File: src/rtl/button_event_arbiter.sv
// Debounced button levels -> PRESS/RELEASE/LONG/REPEAT events, one pending slot
// per button, round-robin serialized onto a single valid/ready event stream.

module button_event_fsm #(
  parameter int LONG_TICKS   = 1000,
  parameter int REPEAT_TICKS = 250
) (
  input  logic       clk,
  input  logic       rst,
  input  logic       btn,
  input  logic       take,
  input  logic       overflow_clear,
  output logic       slot_full,
  output logic [1:0] slot_type,
  output logic       overflow
);
  localparam int MAXT = (LONG_TICKS > REPEAT_TICKS) ? LONG_TICKS : REPEAT_TICKS;
  localparam int CW   = $clog2(MAXT + 1);
  localparam logic [CW-1:0] LONG_LAST = CW'(LONG_TICKS - 1);
  localparam logic [CW-1:0] REP_LAST  = (REPEAT_TICKS == 0) ? '0 : CW'(REPEAT_TICKS - 1);

  localparam logic [1:0] EV_PRESS   = 2'd0;
  localparam logic [1:0] EV_RELEASE = 2'd1;
  localparam logic [1:0] EV_LONG    = 2'd2;
  localparam logic [1:0] EV_REPEAT  = 2'd3;

  typedef enum logic [1:0] {S_IDLE, S_PRESSED, S_HELD} state_t;

  state_t        state, state_nxt;
  logic [CW-1:0] cnt, cnt_nxt;
  logic          gen;
  logic [1:0]    gen_type;

  always_comb begin
    state_nxt = state;
    cnt_nxt   = cnt;
    gen       = 1'b0;
    gen_type  = EV_PRESS;
    case (state)
      S_IDLE: if (btn) begin
        state_nxt = S_PRESSED;
        cnt_nxt   = '0;
        gen       = 1'b1;
        gen_type  = EV_PRESS;
      end
      S_PRESSED: if (!btn) begin
        state_nxt = S_IDLE;
        cnt_nxt   = '0;
        gen       = 1'b1;
        gen_type  = EV_RELEASE;
      end else if (cnt == LONG_LAST) begin
        state_nxt = S_HELD;
        cnt_nxt   = '0;
        gen       = 1'b1;
        gen_type  = EV_LONG;
      end else begin
        cnt_nxt = cnt + CW'(1);
      end
      S_HELD: if (!btn) begin
        state_nxt = S_IDLE;
        cnt_nxt   = '0;
        gen       = 1'b1;
        gen_type  = EV_RELEASE;
      end else if (REPEAT_TICKS != 0) begin
        // With repeats disabled the counter parks at 0 for the rest of the hold.
        if (cnt == REP_LAST) begin
          cnt_nxt  = '0;
          gen      = 1'b1;
          gen_type = EV_REPEAT;
        end else begin
          cnt_nxt = cnt + CW'(1);
        end
      end
      default: begin
        state_nxt = S_IDLE;
        cnt_nxt   = '0;
      end
    endcase
  end

  always_ff @(posedge clk) begin
    if (rst) begin
      state     <= S_IDLE;
      cnt       <= '0;
      slot_full <= 1'b0;
      slot_type <= '0;
      overflow  <= 1'b0;
    end else begin
      state    <= state_nxt;
      cnt      <= cnt_nxt;
      // Overwrite is only lossy when the old event is not leaving this same edge.
      overflow <= (gen & slot_full & ~take) | (overflow & ~overflow_clear);
      if (gen) begin
        slot_full <= 1'b1;
        slot_type <= gen_type;
      end else if (take) begin
        slot_full <= 1'b0;
      end
    end
  end
endmodule

module button_event_arbiter #(
  parameter int N_BUTTONS    = 4,
  parameter int LONG_TICKS   = 1000,
  parameter int REPEAT_TICKS = 250,
  localparam int IW          = (N_BUTTONS > 1) ? $clog2(N_BUTTONS) : 1
) (
  input  logic                 clk,
  input  logic                 rst,
  input  logic [N_BUTTONS-1:0] btn_in,
  input  logic                 event_ready,
  input  logic                 overflow_clear,
  output logic                 event_valid,
  output logic [IW-1:0]        event_id,
  output logic [1:0]           event_type,
  output logic [N_BUTTONS-1:0] overflow
);
  logic [N_BUTTONS-1:0]      slot_full, take;
  logic [N_BUTTONS-1:0][1:0] slot_type;
  logic [IW-1:0]             ptr, gnt_idx;
  logic [1:0]                gnt_type;
  logic                      found, loadable;

  for (genvar g = 0; g < N_BUTTONS; g++) begin : g_btn
    button_event_fsm #(.LONG_TICKS(LONG_TICKS), .REPEAT_TICKS(REPEAT_TICKS)) u_btn (
      .clk           (clk),
      .rst           (rst),
      .btn           (btn_in[g]),
      .take          (take[g]),
      .overflow_clear(overflow_clear),
      .slot_full     (slot_full[g]),
      .slot_type     (slot_type[g]),
      .overflow      (overflow[g])
    );
  end

  assign loadable = !event_valid || event_ready;

  // Rotating priority as two passes: indices at/after ptr first, then the wrap.
  always_comb begin
    found    = 1'b0;
    gnt_idx  = '0;
    gnt_type = '0;
    for (int i = 0; i < N_BUTTONS; i++)
      if (!found && IW'(i) >= ptr && slot_full[i]) begin
        found = 1'b1; gnt_idx = IW'(i); gnt_type = slot_type[i];
      end
    for (int i = 0; i < N_BUTTONS; i++)
      if (!found && IW'(i) < ptr && slot_full[i]) begin
        found = 1'b1; gnt_idx = IW'(i); gnt_type = slot_type[i];
      end
    take = '0;
    for (int i = 0; i < N_BUTTONS; i++)
      take[i] = loadable && found && (gnt_idx == IW'(i));
  end

  always_ff @(posedge clk) begin
    if (rst) begin
      event_valid <= 1'b0;
      event_id    <= '0;
      event_type  <= '0;
      ptr         <= '0;
    end else if (loadable) begin
      event_valid <= found;
      if (found) begin
        event_id   <= gnt_idx;
        event_type <= gnt_type;
        ptr        <= (int'(gnt_idx) == N_BUTTONS - 1) ? '0 : gnt_idx + IW'(1);
      end
    end
  end
endmodule

File: config.mk
export PLATFORM = sky130hd
export DESIGN_NAME = button_event_arbiter
export DESIGN_NICKNAME = d
export VERILOG_FILES = /design/src/rtl/button_event_arbiter.sv
export SDC_FILE = /design/constraint.sdc
export NUM_CORES = 1
export LEC_CHECK = 0
export CAP_MARGIN = 15
export CORE_ASPECT_RATIO = 1.1
export CORE_MARGIN = 3
export CORE_UTILIZATION = 66
export DETAILED_ROUTE_END_ITERATION = 16
export MAX_ROUTING_LAYER = met4
export PLACE_DENSITY = 0.86
export SYNTH_ARGS = -nofsm -noshare
export SYNTH_HDL_FRONTEND = slang
export SYNTH_SLANG_ARGS = --single-unit
export TNS_END_PERCENT = 100
File: constraint.sdc
create_clock -name clk -period 4.8 [get_ports clk]
set_input_delay 1.2 -clock clk [delete_from_list [all_inputs] [get_ports clk]]
set_output_delay 1.2 -clock clk [all_outputs]
set_load 0.02 [all_outputs]
==> results.cfg, run 1 <==
[cts]
htree_levels = 3
clk_pin_slew_ns = 0.07
cts_tree = yes
cts_setup_buffers = 0
clock-root-buffer = clkbuf_8
cts_sinks = 71
cts_buffer_depth = 2
ctsResizeCount = 0
ctsHoldBuffers = 0
insertion_delay_ns = 0.35
cts_buffers = 9

[final_layout]
fin_cells = 602
multiInputGateArea_sq_mm = 0.00258
final_net_count = 556
final_layout_size_suffix_gt1_frac = 0.0667
nFillCells = 444
area_growth_pct = 8.35
utilization = 0.762
n_antenna_cell = 0
regArea_sq_mm = 0.00142

[synthesis]
netlist_area_sq_mm = 0.00421
synth-edff-count = 0
syn_avg_cell_area_sq_um = 8.20
syn_nets = 549
synth_top_cell_by_area = dfxtp_1
yosysMostFrequentCell = dfxtp_1
yosysSeqAreaShare = 0.338
ys_types = 73
yosysWarnings = 0
synthTopCellsByCount = dfxtp_1, nand2_1, nor2_1, ha_1, o21ai_0
syn_inst = 513
synth.area.top_cells = dfxtp_1, ha_1, nand2_1, nor2_1, o21ai_0
netlist.area_leader.share = 0.338
ys.flop_type = dfxtp_1
ys_ff_latch = 71
async_reset_ff_frac = 0

[sta]
setup_tns_ns = 0
finalMaxSlewViolations = 0
slew_headroom = 0.495
hold_ws_ns = 0.468
period_share = 0.663
finalSetupViolations = 0
rsz0062_at_grt = false
timing.fmax_ghz = 0.314
worst_pin_slew_ns = 0.755
finalHoldViolCount = 0
post-route-min-period_ns = 3.18
clock_skew_ns = 0.0104

[global_routing]
grt_max_degree = 31
grt_pass1_vias = 3471
grt_pass1_wl_mm = 15.0
overflow = 0
grt_usage = 0.254
antenna_found_initial = 0

[detailed_routing]
routed_wl_mm = 8.69
postRouteAntennaNets = 0
vias = 3676
dr.first_iter.drc_count = 233
wl_per_cell_microns = 14.4
viasPerCell = 6.11
drcViolationCount = 0
dr.pass1.iters = 5

[power]
netSwitchingFraction = 0.294
p_int_uw = 961
p_leak_uw = 0.00163
p_per_area_mw_per_mm2 = 299
power_frac_comb = 0.175
seqPwrFrac = 0.477
clock_power_share = 0.349
total_power_uw = 1360
p_sw_uw = 400
ir_drop_uv = 228

[worst_setup_path]
r2r-start = ptr[1]$_SDFFE_PP0P_
endpoint_kind = flop
crit_slowest_cell = clkdlybuf4s50_1
cp.arrival_ns = 3.39
worstPathRequired_ns = 5.01
crit_path_start = rst
cp-start-kind = primary input
ff2ff_path_depth = 7
worstSetupPathType = primary input to flop
endpoint = g_btn[3].u_btn.cnt[9]$_SDFFE_PP0P_
reg2reg_setup_slack_ns = 2.40
critical_path.cell_chain = clkdlybuf4s50_1, inv_1, nand2_1, a21o_1, nor2b_1, nor2_1
reg2reg_to = g_btn[1].u_btn.overflow$_SDFF_PP0_
cpPeakStageDelay_ns = 0.85
cp_max_fo = 14

[floorplan]
die_y_microns = 89.8
num_rows = 29
die_w_microns = 82.1
initial_utilization = 0.703
core-area_sq_mm = 0.00599
io_pins = 17
die_area_sq_mm = 0.00737

[flow_run]
drv_cap = 0

[min_path]
hold_class = flop to flop

[placed_design]
port-buffer-count = 16
dp_hpwl_mm = 6.15
placed_cells = 586
gp_congestion = 0.952

[outcome]
status = complete, no violations
-- kinds of logic (layout without fill, tap and decap cells) --
group,Yosys count,after routing,synth area share
and+or+nand+nor,220,220,0.266
AOI/OAI and AO/OA,120,120,0.207
DFF,71,71,0.338
buffers and inverters,48,60,0.0502
adders and majority gates,28,28,0.0832
xor gates and xnor gates,23,23,0.0479
muxes,3,3,0.00743
-- worst max-delay path, delay by kind of cell --
kind / cells / cell delay [ns]
simple gates: 3 / 0.75
buf+inv: 2 / 1.27
compound gates: 1 / 0.16
-- cell type report --
class / count / area share
multi-input cells: 394 / 0.565
flip-flops and latches: 71 / 0.312
repair buffers: 17 / 0.0368
clock buffers: 10 / 0.0302
inverters: 27 / 0.0222
well taps: 77 / 0.0211
clock inverters: 6 / 0.0132
-- routing by layer --
metal | vias to the layer above | track usage | routed length (microns) | share of wire
li1 | 1844 | - | - | -
met1 | 1703 | 0.322 | 3920 | 0.45
met2 | 118 | 0.400 | 4280 | 0.49
met3 | 11 | 0.0470 | 393 | 0.045
met4 | 0 | 0.0928 | 89 | 0.010
met5 | - | - | 0 | 0
-- stage by stage --
stage               setup slack [ns]  instance area [sq um]
floorplan                       2.52                   4210
global placement                1.40                   4360
detailed placement              1.32                   4360
CTS                             1.64                   4560
global route                    1.42                   4560
finish                          1.62                   4560
-- sequential cells by signal (all words and copies together), names as in the netlist --
register	count
g_btn.u_btn.slot_type	8
g_btn.u_btn.state	8
g_btn.u_btn.cnt	40
event_type	2
ptr	2
g_btn.u_btn.slot_full	4
event_id	2
event_valid	1
g_btn.u_btn.overflow	4
-- cells in the final DEF (no fill, tap or decap), types with 5 or more instances in the layout --
master / instances
a211oi_1: 5
a21o_1: 6
a21oi_1: 24
a221oi_1: 7
and3_1: 8
clkbuf_8: 10
clkdlybuf4s50_1: 16
dfxtp_1: 71
ha_1: 28
inv_1: 27
nand2_1: 65
nand2b_1: 10
nand3_1: 21
nand4_1: 10
nor2_1: 48
nor2b_1: 11
nor3_1: 15
nor4_1: 6
o21ai_0: 28
xnor2_1: 12
xor2_1: 11
-- power by group through the flow --
stage	logic, uW	registers (uW)	clock network [uW]
after floorplan	191	645	0
after global placement	228	659	0
after detailed placement	233	660	0
after CTS	236	647	485
after global routing	268	653	507
final	238	649	475
-- worst min-delay path by stage --
| stage | cells after the start | to | start |
|---|---|---|---|
| final | 2 | event_id[1]$_SDFFE_PP0P_ | event_id[1]$_SDFFE_PP0P_ |
| after global routing | 2 | event_id[0]$_SDFFE_PP0P_ | event_id[0]$_SDFFE_PP0P_ |
| after CTS | 2 | event_id[1]$_SDFFE_PP0P_ | event_id[1]$_SDFFE_PP0P_ |
| after detailed placement | 2 | event_id[1]$_SDFFE_PP0P_ | event_id[1]$_SDFFE_PP0P_ |
| after floorplan | 2 | g_btn[2].u_btn.overflow$_SDFF_PP0_ | g_btn[2].u_btn.overflow$_SDFF_PP0_ |
| after global placement | 2 | g_btn[0].u_btn.overflow$_SDFF_PP0_ | g_btn[0].u_btn.overflow$_SDFF_PP0_ |
Power figures use the tool's default switching activity.
==> run 2, diff against run 1 <==
Settings changed: CORE_UTILIZATION 66 to 61, PLACE_DENSITY 0.86 to 0.8.
Clock period 4.8 ns to 3.25 ns, I/O delays scaled along.
==> results.cfg, run 2 (synthesized netlist as in run 1, its figures left out) <==
[outcome]
status = complete, no violations

[cts]
clk_pin_slew_ns = 0.08
htree_levels = 3
cts_setup_buffers = 0
cts_sinks = 71
cts_buffer_depth = 2
cts_tree = yes
ctsHoldBuffers = 0
ctsResizeCount = 0
clock-root-buffer = clkbuf_8
cts_buffers = 9
insertion_delay_ns = 0.34

[sta]
timing.fmax_ghz = 0.411
post-route-min-period_ns = 2.44
worst_pin_slew_ns = 0.727
clock_skew_ns = 0.0145
setup_tns_ns = 0
period_share = 0.749
slew_headroom = 0.514
finalSetupViolations = 0
hold_ws_ns = 0.459
finalHoldViolCount = 0
rsz0062_at_grt = false
finalMaxSlewViolations = 0

[floorplan]
die_area_sq_mm = 0.00793
initial_utilization = 0.635
num_rows = 31
io_pins = 17
core-area_sq_mm = 0.00663
die_y_microns = 93.1
die_w_microns = 85.2

[worst_setup_path]
endpoint_kind = flop
worstSetupPathType = flop to flop
worstPathRequired_ns = 3.48
cp-start-kind = flop
cp_max_fo = 10
cp.arrival_ns = 2.66

[placed_design]
gp_congestion = 0.905
port-buffer-count = 16
dp_hpwl_mm = 6.40
placed_cells = 593

[global_routing]
antenna_found_initial = 0
grt_usage = 0.241
grt_pass1_vias = 3474
overflow = 0
grt_pass1_wl_mm = 15.5
grt_max_degree = 31

[detailed_routing]
routed_wl_mm = 8.82
drcViolationCount = 0
dr.first_iter.drc_count = 171
postRouteAntennaNets = 0
vias = 3586
viasPerCell = 5.89
wl_per_cell_microns = 14.5
dr.pass1.iters = 4

[power]
ir_drop_uv = 335
total_power_uw = 2120
p_leak_uw = 0.00165
p_per_area_mw_per_mm2 = 459

[final_layout]
final_layout_size_suffix_gt1_frac = 0.0702
largest_reg_flops = 40
most-common-layout-cells = dfxtp_1, nand2_1, nor2_1, o21ai_0, ha_1
reg.largest.list = g_btn.u_btn.cnt (40), g_btn.u_btn.slot_type (8), g_btn.u_btn.state (8)
final_net_count = 558
n_antenna_cell = 0
fin_cells = 609
nFillCells = 552
top_register = g_btn.u_btn.cnt
area_growth_pct = 9.66
final_common_cell = dfxtp_1

[flow_run]
drv_cap = 0

[min_path]
hold_class = flop to flop
[run 2: cell count changes in the layout (fill, tap and decap cells not counted), sizes merged]
cell,delta
clkinv,-2
bufinv,+1
buf,+2
clkbuf,+1
[run 2: power by group]
part	total (uW)	leakage [uW]	switching, uW	internal, uW
combinational	353	0.000963	207	146
sequential	957	0.000576	51.9	905
clock	809	0.000112	336	473
[run 2: area by class of cell]
cell class	instances	area, sq um	area share
tap	82	103	0.0222
sequential	71	1420	0.308
multi-input combinational	394	2580	0.558
clock buffer	11	151	0.0328
clock inverter	5	80.1	0.0173
inverter	27	101	0.0220
timing repair buffer	19	183	0.0396
[run 2: worst paths after layout]
kind	startpoint	endpoint	slack (ns)	depth (start not counted)
setup / recovery	ptr[1]$_SDFFE_PP0P_	g_btn[1].u_btn.overflow$_SDFF_PP0_	0.81	7
hold / removal	g_btn[2].u_btn.overflow$_SDFF_PP0_	g_btn[2].u_btn.overflow$_SDFF_PP0_	0.46	2
setup reg to reg	ptr[1]$_SDFFE_PP0P_	g_btn[1].u_btn.overflow$_SDFF_PP0_	0.81	7
hold reg to reg	g_btn[2].u_btn.overflow$_SDFF_PP0_	g_btn[2].u_btn.overflow$_SDFF_PP0_	0.46	2
[run 2: per-stage QoR]
stage                     utilization  setup WS [ns]  area, sq um
after global routing            0.696          0.578         4620
after floorplan                     -           1.07         4210
after CTS                       0.696          0.851         4620
final                           0.696          0.815         4620
after detailed placement        0.661          0.680         4380
after global placement          0.661          0.733         4380
[run 2: critical path: stages, from the launching register on]
cell and delay [ns]:
dfxtp_1 0.49, mux2_2 0.37, a221oi_1 0.62, ha_1 0.25, inv_1 0.03, o21ai_0 0.29, nor2_1 0.07, a22o_1 0.20
[run 2: metal layers]
layer	vias up	wire (microns)	GRT usage
li1	1849	-	-
met1	1675	4060	0.284
met2	50	4410	0.404
met3	12	194	0.0388
met4	0	146	0.106
met5	-	0	-
==> run 3, diff against run 2 <==
Settings changed: CORE_UTILIZATION 61 to 55, PLACE_DENSITY 0.8 to 0.76.
Clock period 3.25 ns to 2.18 ns, I/O delays scaled along.
==> results.cfg, run 3 (synthesized netlist as in run 1, its figures left out) <==
[final_layout]
largest_reg_flops = 40
final_cell_area_sq_mm = 0.00477
area_growth_pct = 13.2
fin_cells = 634
final_layout_size_suffix_gt1_frac = 0.109
final_common_cell = dfxtp_1
reg.largest.list = g_btn.u_btn.cnt (40), g_btn.u_btn.slot_type (8), g_btn.u_btn.state (8)
most-common-layout-cells = dfxtp_1, nand2_1, nor2_1, ha_1
final_net_count = 580
top_register = g_btn.u_btn.cnt
n_antenna_cell = 0
nFillCells = 601

[min_path]
holdCritStartpoint = event_id[0]$_SDFFE_PP0P_
hold_depth = 2
hold_class = flop to flop
min_to = event_id[0]$_SDFFE_PP0P_

[worst_setup_path]
endpoint_kind = flop
cpPeakStageDelay_ns = 0.45
worstSetupPathType = flop to flop
reg2reg_setup_slack_ns = 0.17
cp_max_fo = 7
cp-start-kind = flop
crit_slowest_cell = o311ai_1
reg2reg_to = g_btn[1].u_btn.cnt[8]$_SDFFE_PP0P_
critical_path.cell_chain = ha_1, nand4b_1, o311ai_1, a21o_2, and2b_1, nor2_1
path_buf_inv = 0
cp.arrival_ns = 2.25
crit_family = compound AO/OA/AOI/OAI gates
worstPathRequired_ns = 2.41
r2r-start = g_btn[1].u_btn.cnt[0]$_SDFFE_PP0P_
ff2ff_path_depth = 6
path_depth = 6

[detailed_routing]
vias = 3709
wl_per_cell_microns = 14.1
dr.pass1.iters = 5
viasPerCell = 5.85
drcViolationCount = 0
routed_wl_mm = 8.96
dr.first_iter.drc_count = 196
postRouteAntennaNets = 0

[sta]
finalHoldViolCount = 0
finalSetupViolations = 0
timing.fmax_ghz = 0.497
period_share = 0.923
rsz0062_at_grt = false
worst_pin_slew_ns = 0.519
post-route-min-period_ns = 2.01
hold_ws_ns = 0.464
clock_skew_ns = 0.0105
finalMaxSlewViolations = 0
slew_headroom = 0.649

[outcome]
status = complete, no violations

[floorplan]
initial_utilization = 0.584
die_y_microns = 97.8
die_area_sq_mm = 0.00874
die_w_microns = 89.4
core-area_sq_mm = 0.00721
io_pins = 17
num_rows = 32

[cts]
clock-root-buffer = clkbuf_8
cts_setup_buffers = 0
ctsResizeCount = 0
htree_levels = 3
cts_buffers = 9
cts_tree = yes
insertion_delay_ns = 0.34
ctsHoldBuffers = 0
clk_pin_slew_ns = 0.08
cts_sinks = 71
cts_buffer_depth = 2

[global_routing]
overflow = 0
grt_usage = 0.226
antenna_found_initial = 0
grt_pass1_wl_mm = 15.8
grt_pass1_vias = 3556
grt_max_degree = 15

[placed_design]
dp_hpwl_mm = 6.63
placed_cells = 618
dpl_cell_area_sq_mm = 0.00457
gp_congestion = 0.945
port-buffer-count = 16

[power]
p_per_area_mw_per_mm2 = 649
total_power_uw = 3090
ir_drop_uv = 483
p_leak_uw = 0.00175

[flow_run]
drv_cap = 0
-- run 3: worst max-delay path by stage --
| stage | end | slack [ns] | startpoint |
|---|---|---|---|
| final | g_btn[1].u_btn.cnt[8]$_SDFFE_PP0P_ | 0.17 | g_btn[1].u_btn.cnt[0]$_SDFFE_PP0P_ |
| after global routing | g_btn[1].u_btn.overflow$_SDFF_PP0_ | 0.006 | g_btn[0].u_btn.slot_full$_SDFFE_PP0P_ |
| after CTS | g_btn[3].u_btn.cnt[7]$_SDFFE_PP0P_ | 0.15 | g_btn[3].u_btn.cnt[0]$_SDFFE_PP0P_ |
| after detailed placement | g_btn[0].u_btn.cnt[8]$_SDFFE_PP0P_ | -0.02 | btn_in[0] |
| after global placement | g_btn[3].u_btn.overflow$_SDFF_PP0_ | 0.05 | btn_in[3] |
| after floorplan | g_btn[1].u_btn.overflow$_SDFF_PP0_ | 0.0002 | ptr[1]$_SDFFE_PP0P_ |
-- run 3: worst reg2reg max path: cells and delay by family, from the launching register on --
family          cells  cell delay (ns)
flops               1             0.39
simple gates        3             0.58
fa+ha+maj           1             0.24
compound gates      2             0.69
-- run 3: power by group --
group,internal [uW],leakage (uW),switching (uW),total (uW)
Combinational,276,0.00108,341,617
Clock,554,0.0000981,514,1070
Sequential,1350,0.000576,61.5,1410
Total,2180,0.00175,916,3090
-- run 3: layout make-up --
type | instances | area (sq um) | share of cell area
multi-input cells | 394 | 2580 | 0.541
flip-flops and latches | 71 | 1420 | 0.298
repair buffers | 41 | 360 | 0.0756
clock buffers | 10 | 138 | 0.0289
well taps | 85 | 106 | 0.0223
inverters | 27 | 101 | 0.0213
clock inverters | 6 | 60.1 | 0.0126
-- run 3: metrics by stage --
| step | util | setup TNS (ns) | setup WS (ns) |
|---|---|---|---|
| after floorplan | - | 0 | 0.000151 |
| after global placement | 0.634 | 0 | 0.0541 |
| after detailed placement | 0.634 | -0.0529 | -0.0177 |
| after CTS | 0.661 | 0 | 0.155 |
| after global routing | 0.661 | 0 | 0.00617 |
| final | 0.661 | 0 | 0.167 |
-- run 3: layer usage --
layer / vias up / track usage / routed length (microns)
met1: 1749 / 0.309 / 4340
li1: 1882 / - / -
met3: 17 / 0.0312 / 231
met5: - / - / 0
met4: 0 / 0.0848 / 199
met2: 61 / 0.337 / 4190
